==> config.mk <==
export PLATFORM = sky130hd
export DESIGN_NAME = imem_loader
export DESIGN_NICKNAME = d
export VERILOG_FILES = /design/src/rtl/imem_loader_pkg.sv /design/src/rtl/imem_loader_csum.sv /design/src/rtl/imem_loader.sv
export SDC_FILE = /design/constraint.sdc
export NUM_CORES = 1
export LEC_CHECK = 0
export CAP_MARGIN = 10
export CORE_ASPECT_RATIO = 0.75
export CORE_UTILIZATION = 54
export CTS_CLUSTER_DIAMETER = 30
export CTS_CLUSTER_SIZE = 28
export DETAILED_ROUTE_END_ITERATION = 8
export GPL_ROUTABILITY_DRIVEN = 1
export HOLD_SLACK_MARGIN = 0.12
export PLACE_DENSITY = 0.79
export SLEW_MARGIN = 30
export SYNTH_ARGS = -nofsm -noshare
export SYNTH_HDL_FRONTEND = slang
export SYNTH_SLANG_ARGS = --single-unit
export TNS_END_PERCENT = 50
==> constraint.sdc <==
create_clock -name clk -period 2.8 [get_ports clk]
set_input_delay 0.56 -clock clk [delete_from_list [all_inputs] [get_ports clk]]
set_output_delay 0.56 -clock clk [all_outputs]
set_load 0.05 [all_outputs]
==> src/rtl/imem_loader_pkg.sv <==
`default_nettype none
// ============================================================================
// Module   : imem_loader_pkg
// Brief    : Shared widths and FSM state encodings for the instruction
//            memory loader.
// Revision : 1.0 - initial release
// ============================================================================
package imem_loader_pkg;

    localparam int BYTE_W  = 8;
    localparam int WORD_W  = 16;
    localparam int STATE_W = 3;

    typedef logic [STATE_W-1:0] state_t;

    localparam state_t c_IDLE   = 3'd0;
    localparam state_t c_LEN_HI = 3'd1;
    localparam state_t c_LEN_LO = 3'd2;
    localparam state_t c_DAT_HI = 3'd3;
    localparam state_t c_DAT_LO = 3'd4;
    localparam state_t c_CSUM   = 3'd5;
    localparam state_t c_DONE   = 3'd6;
    localparam state_t c_ERR    = 3'd7;

    // States in which the loader is willing to take a byte from the source.
    function automatic logic takes_bytes(input state_t s);
        return (s == c_LEN_HI) || (s == c_LEN_LO) || (s == c_DAT_HI) ||
               (s == c_DAT_LO) || (s == c_CSUM);
    endfunction

endpackage
`default_nettype wire

==> src/rtl/imem_loader_csum.sv <==
`default_nettype none
// ============================================================================
// Module   : imem_loader_csum
// Brief    : XOR accumulator over payload bytes; compares the running value
//            against the trailing checksum byte presented on the same bus.
// Revision : 1.0 - initial release
// ============================================================================
module imem_loader_csum
    import imem_loader_pkg::*;
(
    input  logic              clk,
    input  logic              rst,
    input  logic              i_clear,
    input  logic              i_en,
    input  logic [BYTE_W-1:0] i_byte,
    output logic              o_match
);

    logic [BYTE_W-1:0] r_acc;

    // Accumulate payload bytes; a new load reseeds the accumulator with zero.
    always_ff @(posedge clk or posedge rst) begin
        if (rst) begin
            r_acc <= '0;
        end else if (i_clear) begin
            r_acc <= '0;
        end else if (i_en) begin
            r_acc <= r_acc ^ i_byte;
        end
    end

    assign o_match = (r_acc == i_byte);

endmodule
`default_nettype wire

==> src/rtl/imem_loader.sv <==
`default_nettype none
// ============================================================================
// Module   : imem_loader
// Brief    : Frames a byte stream (16-bit big-endian length header followed
//            by big-endian 16-bit words) into instruction memory writes and
//            holds the core in reset until the load completes.
//            Optional trailing XOR checksum: define IMEM_LOADER_CHECKSUM_EN.
// Revision : 1.0 - initial release
// ============================================================================
module imem_loader
    import imem_loader_pkg::*;
#(
    parameter int ADDR_W = 8,
    parameter int DEPTH  = 256
) (
    input  logic              clk,
    input  logic              rst,
    input  logic              start,
    input  logic              in_valid,
    input  logic [BYTE_W-1:0] in_byte,
    output logic              in_ready,
    output logic              mem_we,
    output logic [ADDR_W-1:0] mem_addr,
    output logic [WORD_W-1:0] mem_wdata,
    output logic              core_rst,
    output logic              busy,
    output logic              done,
    output logic              err,
    output logic [ADDR_W:0]   word_count
);

    // Comparison width wide enough for both the 16-bit length and the count.
    localparam int CMP_W = ((ADDR_W + 1) > WORD_W) ? (ADDR_W + 2) : (WORD_W + 1);
    localparam logic [CMP_W-1:0]  c_DEPTH_CMP = CMP_W'(DEPTH);
    localparam logic [ADDR_W-1:0] c_LAST_ADDR = ADDR_W'(DEPTH - 1);

    state_t             r_state;
    state_t             w_next_state;
    logic               r_in_ready;
    logic               r_mem_we;
    logic [ADDR_W-1:0]  r_mem_addr;
    logic [WORD_W-1:0]  r_mem_wdata;
    logic [ADDR_W:0]    r_word_count;
    logic [BYTE_W-1:0]  r_len_hi;
    logic [WORD_W-1:0]  r_len;
    logic [BYTE_W-1:0]  r_hi;

    logic               w_hs;
    logic               w_start_load;
    logic [WORD_W-1:0]  w_len;
    logic [CMP_W-1:0]   w_len_cmp;
    logic [CMP_W-1:0]   w_len_reg_cmp;
    logic [CMP_W-1:0]   w_wc_inc_cmp;

    assign w_hs          = in_valid && r_in_ready;
    assign w_start_load  = start && ((r_state == c_IDLE) || (r_state == c_DONE) ||
                                     (r_state == c_ERR));
    assign w_len         = {r_len_hi, in_byte};
    assign w_len_cmp     = CMP_W'(w_len);
    assign w_len_reg_cmp = CMP_W'(r_len);
    assign w_wc_inc_cmp  = CMP_W'(r_word_count) + CMP_W'(1);

`ifdef IMEM_LOADER_CHECKSUM_EN
    // Payload end leads to the checksum byte rather than straight to DONE.
    localparam state_t c_AFTER_DATA = c_CSUM;

    logic w_payload_hs;
    logic w_csum_ok;

    assign w_payload_hs = w_hs && ((r_state == c_DAT_HI) || (r_state == c_DAT_LO));

    imem_loader_csum u_csum (
        .clk     (clk),
        .rst     (rst),
        .i_clear (w_start_load),
        .i_en    (w_payload_hs),
        .i_byte  (in_byte),
        .o_match (w_csum_ok)
    );
`else
    localparam state_t c_AFTER_DATA = c_DONE;
`endif

    // State register; in_ready is registered from the next state so it is
    // high exactly while the FSM sits in a byte-accepting state.
    always_ff @(posedge clk or posedge rst) begin
        if (rst) begin
            r_state    <= c_IDLE;
            r_in_ready <= 1'b0;
        end else begin
            r_state    <= w_next_state;
            r_in_ready <= takes_bytes(w_next_state);
        end
    end

    // Next-state logic: advance on byte handshakes, start only when not busy.
    always_comb begin
        w_next_state = r_state;
        case (r_state)
            c_IDLE, c_DONE, c_ERR: begin
                if (start) w_next_state = c_LEN_HI;
            end
            c_LEN_HI: begin
                if (w_hs) w_next_state = c_LEN_LO;
            end
            c_LEN_LO: begin
                if (w_hs) begin
                    if (w_len == '0)                    w_next_state = c_AFTER_DATA;
                    else if (w_len_cmp > c_DEPTH_CMP)   w_next_state = c_ERR;
                    else                                w_next_state = c_DAT_HI;
                end
            end
            c_DAT_HI: begin
                if (w_hs) w_next_state = c_DAT_LO;
            end
            c_DAT_LO: begin
                // word_count still excludes the word being handed over now.
                if (w_hs) begin
                    if (w_wc_inc_cmp == w_len_reg_cmp) w_next_state = c_AFTER_DATA;
                    else                               w_next_state = c_DAT_HI;
                end
            end
`ifdef IMEM_LOADER_CHECKSUM_EN
            c_CSUM: begin
                if (w_hs) w_next_state = w_csum_ok ? c_DONE : c_ERR;
            end
`endif
            default: w_next_state = c_IDLE;
        endcase
    end

    // Datapath: header/data capture, one-cycle write strobe, and address and
    // count advance in the cycle the strobe is high.
    always_ff @(posedge clk or posedge rst) begin
        if (rst) begin
            r_mem_we     <= 1'b0;
            r_mem_addr   <= '0;
            r_mem_wdata  <= '0;
            r_word_count <= '0;
            r_len_hi     <= '0;
            r_len        <= '0;
            r_hi         <= '0;
        end else begin
            r_mem_we <= 1'b0;
            if (w_start_load) begin
                r_mem_addr   <= '0;
                r_word_count <= '0;
            end else if (r_mem_we) begin
                // Length is bounded by DEPTH, so this only wraps after the
                // final word of a full-depth load.
                r_mem_addr   <= (r_mem_addr == c_LAST_ADDR) ? '0 : r_mem_addr + 1'b1;
                r_word_count <= r_word_count + 1'b1;
            end
            if (w_hs) begin
                case (r_state)
                    c_LEN_HI: r_len_hi <= in_byte;
                    c_LEN_LO: r_len    <= w_len;
                    c_DAT_HI: r_hi     <= in_byte;
                    c_DAT_LO: begin
                        r_mem_wdata <= {r_hi, in_byte};
                        r_mem_we    <= 1'b1;
                    end
                    default: ;
                endcase
            end
        end
    end

    assign in_ready   = r_in_ready;
    assign mem_we     = r_mem_we;
    assign mem_addr   = r_mem_addr;
    assign mem_wdata  = r_mem_wdata;
    assign word_count = r_word_count;
    assign busy       = !((r_state == c_IDLE) || (r_state == c_DONE) || (r_state == c_ERR));
    assign done       = (r_state == c_DONE);
    assign err        = (r_state == c_ERR);
    // The core is released only in DONE, so leaving DONE re-asserts it at once.
    assign core_rst   = (r_state != c_DONE);

endmodule
`default_nettype wire

# Yosys cells after proc, flatten, opt, wreduce, memory -nomap -nowiden

Cells that the tools add are included.

Bits in registers: 70
Logic and storage cells: 60
Output and inout port bits: 39

Add/sub/neg operators: 3
Order comparisons: 1
Reductions and logical operators: 17
Equal/unequal tests: 14
Muxes and demuxes: 16

Operators by type and width:

| kind                                                           | count |
|---|---|
| 2-to-1 mux 3 bit                                               | 8 |
| 2-to-1 mux 8 bit                                               | 3 |
| 2-to-1 mux 9 bit                                               | 2 |
| == test 10 x 16 -> 1 bit                                       | 1 |
| greater-than comparator 16 x 9 -> 1 bit, second input constant | 1 |
| zero test 16 bit                                               | 1 |
| == test 3 bit, second input constant                           | 5 |
| one-hot mux 3 bit (5 select lines)                             | 1 |
| == test 3 x 2 -> 1 bit, second input constant                  | 4 |
| adder 9 x 1 -> 10 bit, second input constant                   | 1 |
| adder 9 x 1 -> 9 bit, second input constant                    | 1 |
| adder 8 x 1 -> 8 bit, second input constant                    | 1 |
| == test 8 bit, second input constant                           | 1 |
| AND reduction 2 bit                                            | 4 |
| == test 3 x 1 -> 1 bit, second input constant                  | 2 |
| logical OR 1 bit                                               | 6 |
| zero test 3 bit                                                | 1 |
| != test 3 bit, second input constant                           | 1 |
| OR reduction 3 bit                                             | 1 |
| logical AND 1 bit                                              | 2 |
| 2-to-1 mux 1 bit                                               | 2 |
| nonzero test 2 bit                                             | 1 |
| zero test 1 bit                                                | 1 |

# Logic depth before layout (Yosys ltp)

Gate-level depths: netlist of run 1.

Depth after elaboration: 10
Depth in mapped cells: 8
Depth with buffers taken out: 7

# Worst setup path before layout of run 1

OpenSTA, ideal clock, no wires.

Path type: register to register
Start point: register r_word_count[0], in the netlist word_count[0]
End point: register r_state[2]
Path buffers: 0
Clock period less this slack: 2.295 ns
Setup time: 0.074 ns
Data arrival time: 2.221 ns
Slack: 0.505 ns
Cell stages (with the launch flop): 7
Cell sequence: dfrtp_1 > ha_1 > xnor2_1 > nand4_1 > or4b_1 > o41a_1 > o21ai_2

Cells in the longest elaborated chain, start to end: 5

RTL lines:

| what                               | RTL line           | RTL |
|---|---|---|
| start, declared                    | imem_loader.sv:43  | `logic [ADDR_W:0] r_word_count;` |
| start signal, assigned             | imem_loader.sv:152 | `r_word_count <= r_word_count + 1'b1;` |
| adder 9 x 1 -> 10 bit              | imem_loader.sv:61  | `assign w_wc_inc_cmp = CMP_W'(r_word_count) + CMP_W'(1);` |
| == test 10 x 16 -> 1 bit           | imem_loader.sv:119 | `if (w_wc_inc_cmp == w_len_reg_cmp) w_next_state = c_AFTER_DATA;` |
| 2-to-1 mux 3 bit                   | imem_loader.sv:119 |  |
| 2-to-1 mux 3 bit                   | imem_loader.sv:118 | `if (w_hs) begin` |
| one-hot mux 3 bit (5 select lines) | imem_loader.sv:99  | `case (r_state)` |
| net w_next_state[2]                | imem_loader.sv:38  | `state_t w_next_state;` |
| end signal, assigned               | imem_loader.sv:88  | `r_state <= c_IDLE;` |
| end signal, assigned               | imem_loader.sv:91  | `r_state <= w_next_state;` |
| end, declared                      | imem_loader.sv:37  | `state_t r_state;` |

The timed path passes the listed nets, and every way through them passes these cells.
A chain may end at the register's enable or synchronous reset.

# Worst setup path in the final report of run 1

Start point: register r_state[0]
End point: output busy

Cells in the longest elaborated chain, start to end: 4
Elaborated cells on any way between the ends: 6
Those cells by class: 2 x eq/ne; 4 x reduce/logical

RTL lines:

| what                                                    | RTL line           | RTL |
|---|---|---|
| == test 3 bit / zero test 3 bit (equally long branches) | imem_loader.sv:174 | `assign busy = !((r_state == c_IDLE) \|\| (r_state == c_DONE) \|\| (r_state == c_ERR));` |
| logical OR 1 bit                                        | imem_loader.sv:174 |  |
| logical OR 1 bit *                                      | imem_loader.sv:174 |  |
| zero test 1 bit *                                       | imem_loader.sv:174 |  |
| end, declared                                           | imem_loader.sv:26  | `output logic busy,` |

Every way passes the cells marked *; elsewhere a longest branch is shown, timed or not.

==> metrics.cfg, run 1 <==
[run_status]
status = finished, final reports clean

[pwr]
design_power_total_w = 0.00431
peakVddDrop_mv = 0.667
p_per_area_mw_per_mm2 = 1030
leakagePower_nw = 1.83

[setup_path]
path_max_fanout = 10
reg2reg_depth = 6
end_kind = primary output
startpoint_type = flop
cp_slowest_cell = clkdlybuf4s50_1
crit_buf_inv = 1
r2r_end = r_state[0]
reg2reg_setup_slack_ns = 0.44
crit_chain = or3_1 -> and2_1 -> clkdlybuf4s50_1
path_depth = 3
critPathKind = reg -> out
cp_data_required_time_ns = 2.24
r2r_start = word_count[0]
arrival_ns = 2.12
cpPeakStageDelay_ns = 0.70
path_delay_family = buffers and inverters

[floorplanning]
dieArea_mm2 = 0.00644
initial_core_util_pct = 56.5
dieHeight_um = 69.8
core_area_mm2 = 0.00586
num_rows = 24
die_w_um = 92.3
io_pins = 51

[layout]
final_core_util_pct = 71.2
antenna_cells = 0
nNetsFinal = 391
drive_gt1_share_pct = 18.4
areaGrowthSynthToFinish_pct = 26.2

[yosys]
synth_ff_type = dfrtp_1
syn_area_mm2 = 0.00331
ys_seq_elements = 70
synth_cells = 314
synth_cell_type_count = 47
async_flop_share_pct = 100
synth_top_area_share_pct = 53.0
yosysTopAreaCell = dfrtp_1
yosysMostFrequentCell = dfrtp_1
syn_nets = 328
synth_edf_count = 0
avgSynthCellArea_um2 = 10.5
synth.top_cells.by_count = dfrtp_1 (70), nand2_1 (65), mux2_2 (32)
yosysSeqAreaShare_pct = 53.0
yosysWarningCount = 0
synth.area.top_cells = dfrtp_1 (53%), mux2_2 (11%), nand2_1 (7.4%)

[clocking]
cts_max_path_buffers = 2
cts_tree = done
clk_latency_ns = 0.34
cts_hold_buffers = 0
htreeDepth = 3
cts_resized = 0
cts_setup_buffers = 0
root_buffer = clkbuf_8
numCtsBuffers = 9
cts.sink_count = 70
clkTransAtPathRegs_ns = 0.07

[global_routing]
grt_pass1_vias = 2494
grtUsageTotal_pct = 26.1
antenna_found_initial = 0
grt_first_pass_wirelength_um = 12700
overflow = 0
grt_max_degree = 48

[sta]
fmax_mhz = 373
clock_skew_ns = 0.00587
setup_tns_ns = 0
hold_viol = 0
maxSlewViolCount = 0
tightest_slew_ns = 0.565
setup_viol = 0
relSlewSlack_pct = 62.1
rsz0062_at_grt = false
fin_crit_ns = 2.68
finalCritPeriodShare_pct = 95.8

[route]
routed_wl_um = 7740
first_pass_iters = 4
first_iter_violations = 121
drc = 0
via_count = 2565
ant_nets = 0
post_drt_wl_per_cell_um = 16.9
viasPerCell = 5.59

[min_path]
hp-class = reg -> reg
whs_path_depth = 2
hold_start = r_hi[4]
holdPathEnd = mem_wdata[12]

[placed_design]
globalplace.congestion = 0.810
place.detailed.hpwl_um = 5480
io_buffers = 50

[flow_run]
cap_violations = 0

==> how the worst max path moves through the flow <==
stage	startpoint	slack [ns]	to
2_1_floorplan	rst	0.47	in_ready
3_3_place_gp	in_valid	0.33	in_ready
3_5_place_dp	in_valid	0.20	r_state[0]
4_1_cts	r_state[0]	0.11	busy
5_1_grt	r_state[0]	0.04	busy
6_report	r_state[0]	0.12	busy
==> state kept, by name (all words and copies together) (netlist names) <==
signal	count
r_len_hi	8
word_count	9
r_hi	8
r_state	3
r_len	16
in_ready	1
mem_addr	8
mem_wdata	16
mem_we	1
==> routing by layer <==
metal	GRT usage, %	share of wire [%]	vias up
met2	37.9	46	64
met3	7.79	4.4	8
met4	7.99	0.88	0
met1	37.9	48	1285
met5	0	0	-
li1	-	-	1208
==> tightest hold or removal path, cell delays in order (launching register included) <==
cell	delay, ns
dfrtp_1	0.35
nand2_1	0.05
nand2_1	0.05
==> where the power goes <==
group	internal (W)	switching (W)
Sequential	0.00138	0.000293
Combinational	0.000751	0.00103
Clock	0.000492	0.000362
==> cells by family (layout without fill, tap and decap cells) <==
kind of cell	Yosys count	count (layout)	share of synthesized area, %
AOI/OAI and AO/OA	33	33	6.28
xor gates and xnor gates	21	21	5.56
adders and majority gates	2	2	0.757
buffers and inverters	19	86	2.91
DFF	70	70	53.0
muxes	34	34	11.5
and+or+nand+nor	135	135	20.0
==> cells in the final DEF, fill, tap and decap left out, types with 7 or more instances in the layout <==
cell type	n
xor2_1	10
nor2_1	19
clkbuf_8	9
buf_4	13
clkdlybuf4s50_1	50
nor4_1	7
mux2_2	32
nand3_1	8
dfrtp_1	70
xnor2_1	11
nand2_1	65
nand4_1	7
o21ai_0	12
==> per-stage QoR <==
step | hold slack (ns) | setup slack [ns] | cell area [um^2] | std cells
2_1_floorplan | 0.433 | 0.472 | 3310 | 314
3_3_place_gp | 0.449 | 0.326 | 3970 | 444
3_5_place_dp | 0.459 | 0.198 | 3970 | 444
4_1_cts | 0.476 | 0.114 | 4170 | 459
5_1_grt | 0.489 | 0.0449 | 4170 | 459
6_report | 0.475 | 0.116 | 4170 | 459
==> final cells by class <==
class | count | area (um^2)
multi-input cells | 225 | 1460
clock buffers | 10 | 128
repair buffers | 65 | 638
inverters | 6 | 22.5
flip-flops and latches | 70 | 1750
well taps | 78 | 97.6
fillers | 454 | 1690
clock inverters | 5 | 75.1
(Power assumes the default switching activity.)
==> inputs of run 2 (changes only) <==
--- a/config.mk
+++ b/config.mk
@@ -5,7 +5,7 @@
 export SDC_FILE = /design/constraint.sdc
 export NUM_CORES = 1
 export LEC_CHECK = 0
-export CAP_MARGIN = 10
+export CAP_MARGIN = 20
 export CORE_ASPECT_RATIO = 0.75
 export CORE_UTILIZATION = 54
 export CTS_CLUSTER_DIAMETER = 30
==> results of run 2 <==
Same layout as run 1: the final DEF is identical, and so are final timing and power.
==> inputs of run 3 (changes only) <==
--- a/config.mk
+++ b/config.mk
@@ -6,7 +6,6 @@
 export NUM_CORES = 1
 export LEC_CHECK = 0
 export CAP_MARGIN = 20
-export CORE_ASPECT_RATIO = 0.75
 export CORE_UTILIZATION = 54
 export CTS_CLUSTER_DIAMETER = 30
 export CTS_CLUSTER_SIZE = 28
@@ -14,6 +13,7 @@
 export GPL_ROUTABILITY_DRIVEN = 1
 export HOLD_SLACK_MARGIN = 0.12
 export PLACE_DENSITY = 0.79
+export SKIP_CTS_REPAIR_TIMING = 1
 export SLEW_MARGIN = 30
 export SYNTH_ARGS = -nofsm -noshare
 export SYNTH_HDL_FRONTEND = slang
==> run 3 against run 2 <==
  * Critical path type unchanged
  * Flip-flop and latch count unchanged
  * Die area about the same
  * Worst setup slack got worse by 0.016 ns
  * Critical path depth unchanged
  * Sequential share of layout area increased by 0.46 points
  * Hold slack improved by 0.0023 ns
==> metrics.cfg, run 3 (synthesis gave the netlist of run 1 again) <==
[floorplanning]
initial_core_util_pct = 55.8
core_area_mm2 = 0.00592
die_w_um = 80.2
io_pins = 51
dieHeight_um = 80.2
num_rows = 28
dieArea_mm2 = 0.00644

[clocking]
cts_tree = done
root_buffer = clkbuf_8
clk_latency_ns = 0.35
cts.sink_count = 70
cts_max_path_buffers = 2
clkTransAtPathRegs_ns = 0.08
htreeDepth = 3
numCtsBuffers = 9

[route]
first_iter_violations = 162
viasPerCell = 5.56
routed_wl_um = 7330
ant_nets = 0
post_drt_wl_per_cell_um = 16.1
via_count = 2536
first_pass_iters = 4
drc = 0

[layout]
final_common_cell = dfrtp_1
final_cell_mix = dfrtp_1 (70), nand2_1 (65), clkdlybuf4s50_1 (49)
final_core_util_pct = 69.7
final_cell_area_mm2 = 0.00413
nNetsFinal = 390
drive_gt1_share_pct = 18.6
areaGrowthSynthToFinish_pct = 24.8
antenna_cells = 0

[pwr]
p_per_area_mw_per_mm2 = 1010
peakVddDrop_mv = 0.600
leakagePower_nw = 1.82

[placed_design]
globalplace.congestion = 0.825
place.detailed.hpwl_um = 4990
io_buffers = 50
place_area_mm2 = 0.00394

[setup_path]
arrival_ns = 2.14
crit_buf_inv = 1
reg2reg_setup_slack_ns = 0.44
cp_data_required_time_ns = 2.24
r2r_end = in_ready
path_delay_family = buffers and inverters
critPathKind = reg -> out
crit_chain = or3_1 -> and2_1 -> clkdlybuf4s50_1
path_max_fanout = 11
cpPeakStageDelay_ns = 0.70
cp_slowest_cell = clkdlybuf4s50_1
r2r_start = word_count[0]
reg2reg_depth = 6
startpoint_type = flop
end_kind = primary output

[sta]
finalCritPeriodShare_pct = 96.4
fmax_mhz = 370
setup_tns_ns = 0
maxSlewViolCount = 0
clock_skew_ns = 0.0110
tightest_slew_ns = 0.585
relSlewSlack_pct = 60.7
rsz0062_at_grt = false
setup_viol = 0
fin_crit_ns = 2.70
hold_viol = 0

[global_routing]
grtUsageTotal_pct = 24.2
grt_pass1_vias = 2379
grt_first_pass_wirelength_um = 11600
grt_max_degree = 47
antenna_found_initial = 0
overflow = 0

[min_path]
hold_start = r_hi[2]
hp-class = reg -> reg
holdPathEnd = mem_wdata[10]
whs_path_depth = 2

[flow_run]
cap_violations = 0

[run_status]
status = finished, final reports clean

-- run 3: changes by cell type in the layout (fill, tap and decap cells not counted), sizes merged --
cell           delta
bufinv            -2
dlymetal6s2s      +1
clkinv            -1
clkinvlp          +2
clkdlybuf4s50     -1
inv               +3
buf               -1
clkbuf            -1
-- run 3: cell type report --
| cell class | count | area, um^2 |
|---|---|---|
| inverters | 6 | 22.5 |
| well taps | 75 | 93.8 |
| repair buffers | 64 | 621 |
| clock inverters | 7 | 55.1 |
| clock buffers | 9 | 124 |
| flip-flops and latches | 70 | 1750 |
| fillers | 458 | 1800 |
| multi-input cells | 225 | 1460 |
-- run 3: stage by stage --
stage               hold WS (ns)  power [W]  setup slack, ns  instances
floorplan                  0.433    0.00288            0.472        314
global placement           0.446    0.00335            0.298        440
detailed placement         0.461    0.00341            0.234        440
CTS                        0.482    0.00417           0.0362        456
global route               0.504    0.00437           0.0294        456
finish                     0.477    0.00415            0.101        456
-- run 3: worst max path at each step --
stage                    start  endpoint  slack [ns]  cells past startpoint
floorplan                  rst  in_ready        0.47                      1
global placement      in_valid  in_ready        0.30                      7
detailed placement    in_valid   r_hi[6]        0.23                      5
CTS                 r_state[2]      done        0.04                      4
global route        r_state[1]      busy        0.03                      3
finish              r_state[1]      busy        0.10                      3
-- run 3: per-layer routing --
layer  GRT usage (%)  share of wire, %  up-vias
met4            11.3               2.1        0
li1                -                 -     1206
met5               0                 0        -
met2            38.0                48       44
met3            3.52               2.5       15
met1            33.2                47     1271
-- run 3: worst register-to-register path, stage by stage (launching register included) --
cell and delay [ns]:
dfrtp_1 0.50, ha_1 0.38, xnor2_1 0.19, nand4_1 0.11, or4b_1 0.56, nor4_1 0.29, a22oi_1 0.18
-- run 3: power breakdown --
part	internal (W)	switching, W
Combinational	0.000731	0.000986
Clock	0.000330	0.000413
Sequential	0.00138	0.000310
